===== src/rtl/branch_recovery_ctrl_if.sv =====
// branch_recovery_ctrl_if: branch resolution inputs and recovery outputs of the misprediction recovery controller.
interface branch_recovery_ctrl_if #(
    parameter int ROB_TAG_BITS  = 5,
    parameter int GHR_BITS      = 10,
    parameter int RAS_CKPT_BITS = 9
);
    logic                     res0_valid, res0_mispred, res0_taken;
    logic [ROB_TAG_BITS-1:0]  res0_tag;
    logic [31:0]              res0_correct_pc;
    logic [GHR_BITS-1:0]      res0_ghr;
    logic [RAS_CKPT_BITS-1:0] res0_ras_ckpt;
    logic                     res1_valid, res1_mispred, res1_taken;
    logic [ROB_TAG_BITS-1:0]  res1_tag;
    logic [31:0]              res1_correct_pc;
    logic [GHR_BITS-1:0]      res1_ghr;
    logic [RAS_CKPT_BITS-1:0] res1_ras_ckpt;
    logic [ROB_TAG_BITS-1:0]  rob_head_tag;
    logic                     flush_valid, fetch_stall, ras_recover, ghr_restore_valid, redirect_valid, busy;
    logic [ROB_TAG_BITS-1:0]  flush_tag;
    logic [RAS_CKPT_BITS-1:0] ras_recover_checkpoint;
    logic [GHR_BITS-1:0]      ghr_restore_value;
    logic [31:0]              redirect_pc, recover_count;

    modport master (
        output res0_valid, res0_mispred, res0_taken, res0_tag, res0_correct_pc, res0_ghr, res0_ras_ckpt,
        output res1_valid, res1_mispred, res1_taken, res1_tag, res1_correct_pc, res1_ghr, res1_ras_ckpt,
        output rob_head_tag,
        input  flush_valid, fetch_stall, ras_recover, ghr_restore_valid, redirect_valid, busy,
        input  flush_tag, ras_recover_checkpoint, ghr_restore_value, redirect_pc, recover_count
    );
    modport slave (
        input  res0_valid, res0_mispred, res0_taken, res0_tag, res0_correct_pc, res0_ghr, res0_ras_ckpt,
        input  res1_valid, res1_mispred, res1_taken, res1_tag, res1_correct_pc, res1_ghr, res1_ras_ckpt,
        input  rob_head_tag,
        output flush_valid, fetch_stall, ras_recover, ghr_restore_valid, redirect_valid, busy,
        output flush_tag, ras_recover_checkpoint, ghr_restore_value, redirect_pc, recover_count
    );
endinterface


===== src/rtl/branch_recovery_ctrl.sv =====
// branch_recovery_ctrl: picks the oldest mispredicted branch and sequences flush, RAS/GHR restore and fetch redirect.
module branch_recovery_ctrl #(
    parameter int ROB_TAG_BITS  = 5,
    parameter int GHR_BITS      = 10,
    parameter int RAS_CKPT_BITS = 9,
    parameter int FLUSH_CYCLES  = 2
) (
    input logic clk,
    input logic rst,
    branch_recovery_ctrl_if.slave io
);
    typedef enum logic [1:0] {IDLE, FLUSH, RESTORE, REDIRECT} state_t;
    state_t                   state;
    logic [2:0]               cnt;
    logic [ROB_TAG_BITS-1:0]  pend_tag, age0, age1, pend_age, win_tag, win_age;
    logic [31:0]              pend_pc, win_pc;
    logic                     pend_taken, win_taken, c0, c1, pick1, accept;
    logic [GHR_BITS-1:0]      pend_ghr, win_ghr;
    logic [RAS_CKPT_BITS-1:0] pend_ckpt, win_ckpt;

    // Ages are relative to the ROB head so tag wrap-around orders correctly.
    assign c0       = io.res0_valid & io.res0_mispred;
    assign c1       = io.res1_valid & io.res1_mispred;
    assign age0     = io.res0_tag - io.rob_head_tag;
    assign age1     = io.res1_tag - io.rob_head_tag;
    assign pend_age = pend_tag - io.rob_head_tag;
    assign pick1    = c1 & (~c0 | (age1 < age0));
    assign win_tag  = pick1 ? io.res1_tag : io.res0_tag;
    assign win_age  = pick1 ? age1 : age0;
    assign win_pc   = pick1 ? io.res1_correct_pc : io.res0_correct_pc;
    assign win_taken = pick1 ? io.res1_taken : io.res0_taken;
    assign win_ghr  = pick1 ? io.res1_ghr : io.res0_ghr;
    assign win_ckpt = pick1 ? io.res1_ras_ckpt : io.res0_ras_ckpt;
    assign accept   = (c0 | c1) & (state == IDLE || win_age < pend_age);
    assign io.busy  = state != IDLE;

    always_ff @(posedge clk or negedge rst) begin
        if (!rst) begin
            state <= IDLE;
            cnt <= '0;
            pend_tag <= '0;
            pend_pc <= '0;
            pend_taken <= 1'b0;
            pend_ghr <= '0;
            pend_ckpt <= '0;
            io.flush_valid <= 1'b0;
            io.fetch_stall <= 1'b0;
            io.ras_recover <= 1'b0;
            io.ghr_restore_valid <= 1'b0;
            io.redirect_valid <= 1'b0;
            io.flush_tag <= '0;
            io.ras_recover_checkpoint <= '0;
            io.ghr_restore_value <= '0;
            io.redirect_pc <= '0;
            io.recover_count <= '0;
        end else if (accept) begin
            state <= FLUSH;
            cnt <= 3'(FLUSH_CYCLES);
            pend_tag <= win_tag;
            pend_pc <= win_pc;
            pend_taken <= win_taken;
            pend_ghr <= win_ghr;
            pend_ckpt <= win_ckpt;
            io.flush_valid <= 1'b1;
            io.fetch_stall <= 1'b1;
            io.ras_recover <= 1'b0;
            io.ghr_restore_valid <= 1'b0;
            io.redirect_valid <= 1'b0;
            io.flush_tag <= win_tag;
            io.recover_count <= io.recover_count + {31'd0, ~&io.recover_count};
        end else begin
            case (state)
                FLUSH: begin
                    cnt <= cnt - 3'd1;
                    if (cnt == 3'd1) begin
                        state <= RESTORE;
                        io.flush_valid <= 1'b0;
                        io.ras_recover <= 1'b1;
                        io.ghr_restore_valid <= 1'b1;
                        io.ras_recover_checkpoint <= pend_ckpt;
                        io.ghr_restore_value <= GHR_BITS'({pend_ghr, pend_taken});
                    end
                end
                RESTORE: begin
                    state <= REDIRECT;
                    io.ras_recover <= 1'b0;
                    io.ghr_restore_valid <= 1'b0;
                    io.fetch_stall <= 1'b0;
                    io.redirect_valid <= 1'b1;
                    io.redirect_pc <= pend_pc;
                end
                REDIRECT: begin
                    state <= IDLE;
                    io.redirect_valid <= 1'b0;
                end
                default: ;
            endcase
        end
    end
endmodule

===== src/flat_wrapper.sv =====
// flat-port wrapper written by rule: the top's interface ports become plain ports
module branch_recovery_ctrl_flat 
#(
    parameter int ROB_TAG_BITS  = 5,
    parameter int GHR_BITS      = 10,
    parameter int RAS_CKPT_BITS = 9,
    parameter int FLUSH_CYCLES  = 2
)
  (clk, rst, io_res0_valid, io_res0_mispred, io_res0_taken, io_res0_tag, io_res0_correct_pc, io_res0_ghr, io_res0_ras_ckpt, io_res1_valid, io_res1_mispred, io_res1_taken, io_res1_tag, io_res1_correct_pc, io_res1_ghr, io_res1_ras_ckpt, io_rob_head_tag, io_flush_valid, io_fetch_stall, io_ras_recover, io_ghr_restore_valid, io_redirect_valid, io_busy, io_flush_tag, io_ras_recover_checkpoint, io_ghr_restore_value, io_redirect_pc, io_recover_count);
  branch_recovery_ctrl_if #(.ROB_TAG_BITS(ROB_TAG_BITS), .GHR_BITS(GHR_BITS), .RAS_CKPT_BITS(RAS_CKPT_BITS)) io_i ();
  input logic clk;
  input logic rst;
  input wire logic [$bits(io_i.res0_valid)-1:0] io_res0_valid;
  input wire logic [$bits(io_i.res0_mispred)-1:0] io_res0_mispred;
  input wire logic [$bits(io_i.res0_taken)-1:0] io_res0_taken;
  input wire logic [$bits(io_i.res0_tag)-1:0] io_res0_tag;
  input wire logic [$bits(io_i.res0_correct_pc)-1:0] io_res0_correct_pc;
  input wire logic [$bits(io_i.res0_ghr)-1:0] io_res0_ghr;
  input wire logic [$bits(io_i.res0_ras_ckpt)-1:0] io_res0_ras_ckpt;
  input wire logic [$bits(io_i.res1_valid)-1:0] io_res1_valid;
  input wire logic [$bits(io_i.res1_mispred)-1:0] io_res1_mispred;
  input wire logic [$bits(io_i.res1_taken)-1:0] io_res1_taken;
  input wire logic [$bits(io_i.res1_tag)-1:0] io_res1_tag;
  input wire logic [$bits(io_i.res1_correct_pc)-1:0] io_res1_correct_pc;
  input wire logic [$bits(io_i.res1_ghr)-1:0] io_res1_ghr;
  input wire logic [$bits(io_i.res1_ras_ckpt)-1:0] io_res1_ras_ckpt;
  input wire logic [$bits(io_i.rob_head_tag)-1:0] io_rob_head_tag;
  output wire logic [$bits(io_i.flush_valid)-1:0] io_flush_valid;
  output wire logic [$bits(io_i.fetch_stall)-1:0] io_fetch_stall;
  output wire logic [$bits(io_i.ras_recover)-1:0] io_ras_recover;
  output wire logic [$bits(io_i.ghr_restore_valid)-1:0] io_ghr_restore_valid;
  output wire logic [$bits(io_i.redirect_valid)-1:0] io_redirect_valid;
  output wire logic [$bits(io_i.busy)-1:0] io_busy;
  output wire logic [$bits(io_i.flush_tag)-1:0] io_flush_tag;
  output wire logic [$bits(io_i.ras_recover_checkpoint)-1:0] io_ras_recover_checkpoint;
  output wire logic [$bits(io_i.ghr_restore_value)-1:0] io_ghr_restore_value;
  output wire logic [$bits(io_i.redirect_pc)-1:0] io_redirect_pc;
  output wire logic [$bits(io_i.recover_count)-1:0] io_recover_count;
  assign io_i.res0_valid = io_res0_valid;
  assign io_i.res0_mispred = io_res0_mispred;
  assign io_i.res0_taken = io_res0_taken;
  assign io_i.res0_tag = io_res0_tag;
  assign io_i.res0_correct_pc = io_res0_correct_pc;
  assign io_i.res0_ghr = io_res0_ghr;
  assign io_i.res0_ras_ckpt = io_res0_ras_ckpt;
  assign io_i.res1_valid = io_res1_valid;
  assign io_i.res1_mispred = io_res1_mispred;
  assign io_i.res1_taken = io_res1_taken;
  assign io_i.res1_tag = io_res1_tag;
  assign io_i.res1_correct_pc = io_res1_correct_pc;
  assign io_i.res1_ghr = io_res1_ghr;
  assign io_i.res1_ras_ckpt = io_res1_ras_ckpt;
  assign io_i.rob_head_tag = io_rob_head_tag;
  assign io_flush_valid = io_i.flush_valid;
  assign io_fetch_stall = io_i.fetch_stall;
  assign io_ras_recover = io_i.ras_recover;
  assign io_ghr_restore_valid = io_i.ghr_restore_valid;
  assign io_redirect_valid = io_i.redirect_valid;
  assign io_busy = io_i.busy;
  assign io_flush_tag = io_i.flush_tag;
  assign io_ras_recover_checkpoint = io_i.ras_recover_checkpoint;
  assign io_ghr_restore_value = io_i.ghr_restore_value;
  assign io_redirect_pc = io_i.redirect_pc;
  assign io_recover_count = io_i.recover_count;
  branch_recovery_ctrl #(.ROB_TAG_BITS(ROB_TAG_BITS), .GHR_BITS(GHR_BITS), .RAS_CKPT_BITS(RAS_CKPT_BITS), .FLUSH_CYCLES(FLUSH_CYCLES)) u_core (.clk(clk), .rst(rst), .io(io_i));
endmodule

===== config.mk =====
export PLATFORM = sky130hd
export DESIGN_NAME = branch_recovery_ctrl_flat
export DESIGN_NICKNAME = d
export VERILOG_FILES = /design/src/rtl/branch_recovery_ctrl_if.sv /design/src/rtl/branch_recovery_ctrl.sv /design/src/flat_wrapper.sv
export SDC_FILE = /design/constraint.sdc
export NUM_CORES = 1
export LEC_CHECK = 0
export CORE_MARGIN = 3
export CORE_UTILIZATION = 32
export CTS_CLUSTER_DIAMETER = 40
export CTS_CLUSTER_SIZE = 10
export DETAILED_ROUTE_END_ITERATION = 12
export SYNTH_ARGS = -nofsm -noshare
export SYNTH_HDL_FRONTEND = slang
export SYNTH_SLANG_ARGS = --single-unit
export TNS_END_PERCENT = 20

===== constraint.sdc =====
create_clock -name clk -period 3.5 [get_ports clk]
set_input_delay 0.525 -clock clk [delete_from_list [all_inputs] [get_ports clk]]
set_output_delay 0.525 -clock clk [all_outputs]
set_load 0.005 [all_outputs]

==> impl_metrics.csv <==
group,metric,value,unit
logic_synthesis,yosys.area_share.simple,5.40,%
clocking,cts.sinks,148,
clocking,clock_latency,0.43,ns
floorplan,die_h,160,µm
floorplan,die_w,160,µm
finish,fin_nets,1050,
logic_synthesis,syn_avg_cell_area,13.0,µm²
finish,final_cell_mix,"206 x clkdlybuf4s50_1, 148 x dfrtp_1, 123 x mux2_4",
finish,seq_area,0.00370,mm²
power_and_ir_drop,leakage,5.65,nW
global_route,grt_pass1_wl,34600,µm
sta,worst_slew_pin_slew,0.640,ns
power_and_ir_drop,p_clk_share,17.7,%
logic_synthesis,synth_ff_type,"dfrtp_1",
logic_synthesis,async_flop_share,100,%
logic_synthesis,synth_nets,741,
power_and_ir_drop,pwr-share-comb,55.4,%
logic_synthesis,synth_compound_area_share,6.28,%
clocking,cts_buffer_depth,2,
global_route,grt_pass1_vias,6153,
power_and_ir_drop,power_frac_seq,26.9,%
floorplan,rows,55,
finish,synthToLayoutAreaGrowth,65.5,%
sta,final.setup_skew,0.0128,ns
placement,gp_congestion,0.775,
floorplan,die_area,0.0257,mm²
logic_synthesis,netlist-cell-type-count,45,
power_and_ir_drop,p_sw_share,32.2,%
routing,dr_total_vias,5674,
sta,final.min_clock_period,4.31,ns
logic_synthesis,syn_inst,585,
setup_path,rrSetupSlack,-0.13,ns
worst_hold_path,hold_path.class,"in2async",
setup_path,cp-end-kind,"flop",
global_route,grt_max_degree,73,
placement,dpl_worst_slack,-1.95,ns
logic_synthesis,synth_area,0.00763,mm²
run_status,outcome,"complete, but fails checks",
power_and_ir_drop,p_sw,3.60,mW
logic_synthesis,synthMuxAreaShare,26.1,%
logic_synthesis,synth_edf_count,0,
setup_path,worstSetupPathType,"in2reg",
clocking,cts_root_buffer,"clkbuf_16",
logic_synthesis,synth_top_area_share,48.6,%
sta,setup_violations,148,
run_status,violations,"setup timing",
setup_path,start_kind,"input pin",
floorplan,core,0.0231,mm²
sta,hold_violations,0,
routing,post_drt_wl_per_cell,17.7,µm
power_and_ir_drop,cellPowerDensity,885,mW/mm²
finish,antennaDiodeCount,0,
logic_synthesis,synth_area_leaders,"dfrtp_1 49%, mux2_2 18%, mux2_4 7.3%",
logic_synthesis,ys_ff_latch,148,
routing,totalWireLength,21600,µm
sta,fin_ws,-0.809,ns
logic_synthesis,synth_area_leader_cell,"dfrtp_1",
logic_synthesis,synthXorXnorAreaFrac,5.05,%
logic_synthesis,ys_seq_area_share,48.6,%
floorplan,start_util,33.1,%
sta,rsz0062_at_grt,"true",
setup_path,worstPathMaxFanout,6,
routing,postRouteAntennaNets,0,
power_and_ir_drop,internal_power,7.57,mW
routing,drt-initial-drc-count,159,
job,cap_violations,0,
sta,fin_crit_sh,123,%
power_and_ir_drop,ir_drop,0.461,mV
clocking,cts_buffers,17,
finish,mostFrequentLayoutCell,"clkdlybuf4s50_1",
global_route,track_usage,16.9,%
sta,slew_headroom,57.3,%
logic_synthesis,synth_top_family_by_area,"multiplexers",
finish,final_util,54.8,%
floorplan,io_pins,219,
setup_path,worstPathRequired,3.85,ns
clocking,cts_hold_buf,0,
placement,io_buffers,216,
finish,multiInputGateArea,0.00451,mm²
clocking,h-tree-depth,4,
placement,dp_hpwl,13500,µm
setup_path,arrival,4.66,ns
clocking,cts_tree,"done",
logic_synthesis,yosys_warnings,0,
global_route,grt_overflow_total,0,
global_route,antenna_found_initial,0,
routing,first_pass_iters,4,
clocking,clk_pin_slew,0.06,ns
finish,nFillCells,1956,
sta,drv_slew,0,
sta,max_clock_freq,232,MHz
logic_synthesis,synthAdderAreaFrac,5.38,%
routing,viasPerCell,4.65,
routing,drcViolationCount,0,
finish,drive_above_1_share,40.7,%
-- cell families (layout without fill, tap and decap cells) --
kind of cell	count (synthesis)	in the layout
xor gates and xnor gates	44	44
muxes	165	165
AOI/OAI and AO/OA	68	68
and+or+nand+nor	82	82
adders and majority gates	31	31
DFF	148	148
buffers and inverters	47	369
-- layer usage --
metal / share of wire [%] / global-route usage [%]
met5: 0 / 0
met4: 0.87 / 3.94
met3: 5.6 / 4.95
met2: 48 / 27.2
met1: 46 / 22.6
-- worst paths after layout --
check,startpoint,end,cells after the start
setup reg to reg,u_core.pend_tag[0]$_DFFE_PN0P_,u_core.io.recover_count[17]$_DFFE_PN0P_,18
min in group clk,u_core.io.recover_count[18]$_DFFE_PN0P_,u_core.io.recover_count[18]$_DFFE_PN0P_,1
max in group asynchronous,rst,u_core.pend_pc[28]$_DFFE_PN0P_,2
hold / removal,rst,u_core.pend_tag[2]$_DFFE_PN0P_,1
setup / recovery,io_res1_tag[0],u_core.io.recover_count[17]$_DFFE_PN0P_,26
hold reg to reg,u_core.io.recover_count[18]$_DFFE_PN0P_,u_core.io.recover_count[18]$_DFFE_PN0P_,1
-- power groups by stage --
stage | registers [mW] | clock network [mW] | logic, mW
after global placement | 2.97 | 0 | 4.08
after detailed placement | 2.98 | 0 | 4.14
after global routing | 3.13 | 2.11 | 6.61
final | 3.00 | 1.98 | 6.19
after floorplan | 2.94 | 0 | 2.33
after CTS | 3.00 | 2.03 | 6.04
-- worst max-delay path: stages --
cell and delay [ns]:
buf_6 0.10, inv_4 0.05, ha_4 0.13, inv_4 0.03, fa_2 0.33, a21o_1 0.17
a21oi_2 0.18, xnor2_2 0.13, ha_1 0.26, and2_1 0.14, o21bai_1 0.15, o21ai_2 0.10
or2_4 0.26, nor2_4 0.11, a21oi_2 0.04, ha_1 0.29, a21oi_2 0.14, o21ai_2 0.10
nor4b_2 0.25, a22oi_2 0.11, buf_4 0.16, buf_6 0.12, buf_6 0.12, buf_12 0.13
a211oi_1 0.33, xor2_1 0.18
-- sequential cells by signal, summed over array words and instances (netlist names) --
register	count
u_core.io.redirect_pc	32
u_core.io.fetch_stall	1
u_core.io.flush_valid	1
u_core.io.ras_recover_checkpoint	9
u_core.io.ghr_restore_value	10
u_core.io.redirect_valid	1
u_core.state	2
u_core.pend_taken	1
u_core.pend_ckpt	9
u_core.pend_tag	5
u_core.pend_pc	32
u_core.io.ras_recover	1
u_core.io.recover_count	32
u_core.pend_ghr	9
u_core.cnt	3
-- layout make-up --
type	instances	area share (%)
clock buffer	19	3.43
tap	313	3.10
clock inverter	13	1.56
multi-input combinational	390	35.7
inverter	21	0.704
sequential	148	29.3
timing repair buffer	316	26.1
-- synth_stat cells, types with 8 or more instances --
cell / instances
dfrtp_1: 148
mux2_2: 123
mux2_4: 37
xor2_1: 36
ha_1: 28
nand2_1: 27
a21oi_1: 25
inv_1: 20
buf_2: 18
nand3_1: 17
nor2_1: 11
o21ai_0: 9
a211oi_1: 8
xnor2_1: 8
-- repair_timing --
item	in CTS	in global routing
setup endpoints to repair	148	148
resized for setup	176	42
setup buffers	27	5
cloned	11	1
pin swaps	43	46
-- metrics by stage --
stage | cells | power (mW) | hold slack (ns) | instance area [µm²] | setup TNS, ns
3_3_place_gp | 1144 | 7.06 | 0.460 | 10600 | -259.60
2_1_floorplan | 585 | 5.26 | 0.229 | 7720 | -149.34
3_5_place_dp | 1144 | 7.13 | 0.469 | 10600 | -269.74
6_report | 1220 | 11.2 | 0.0304 | 12600 | -102.22
5_1_grt | 1220 | 11.8 | 0.0563 | 12600 | -127.36
4_1_cts | 1214 | 11.1 | 0.0443 | 12400 | -108.90
Power figures use the tool's default switching activity.
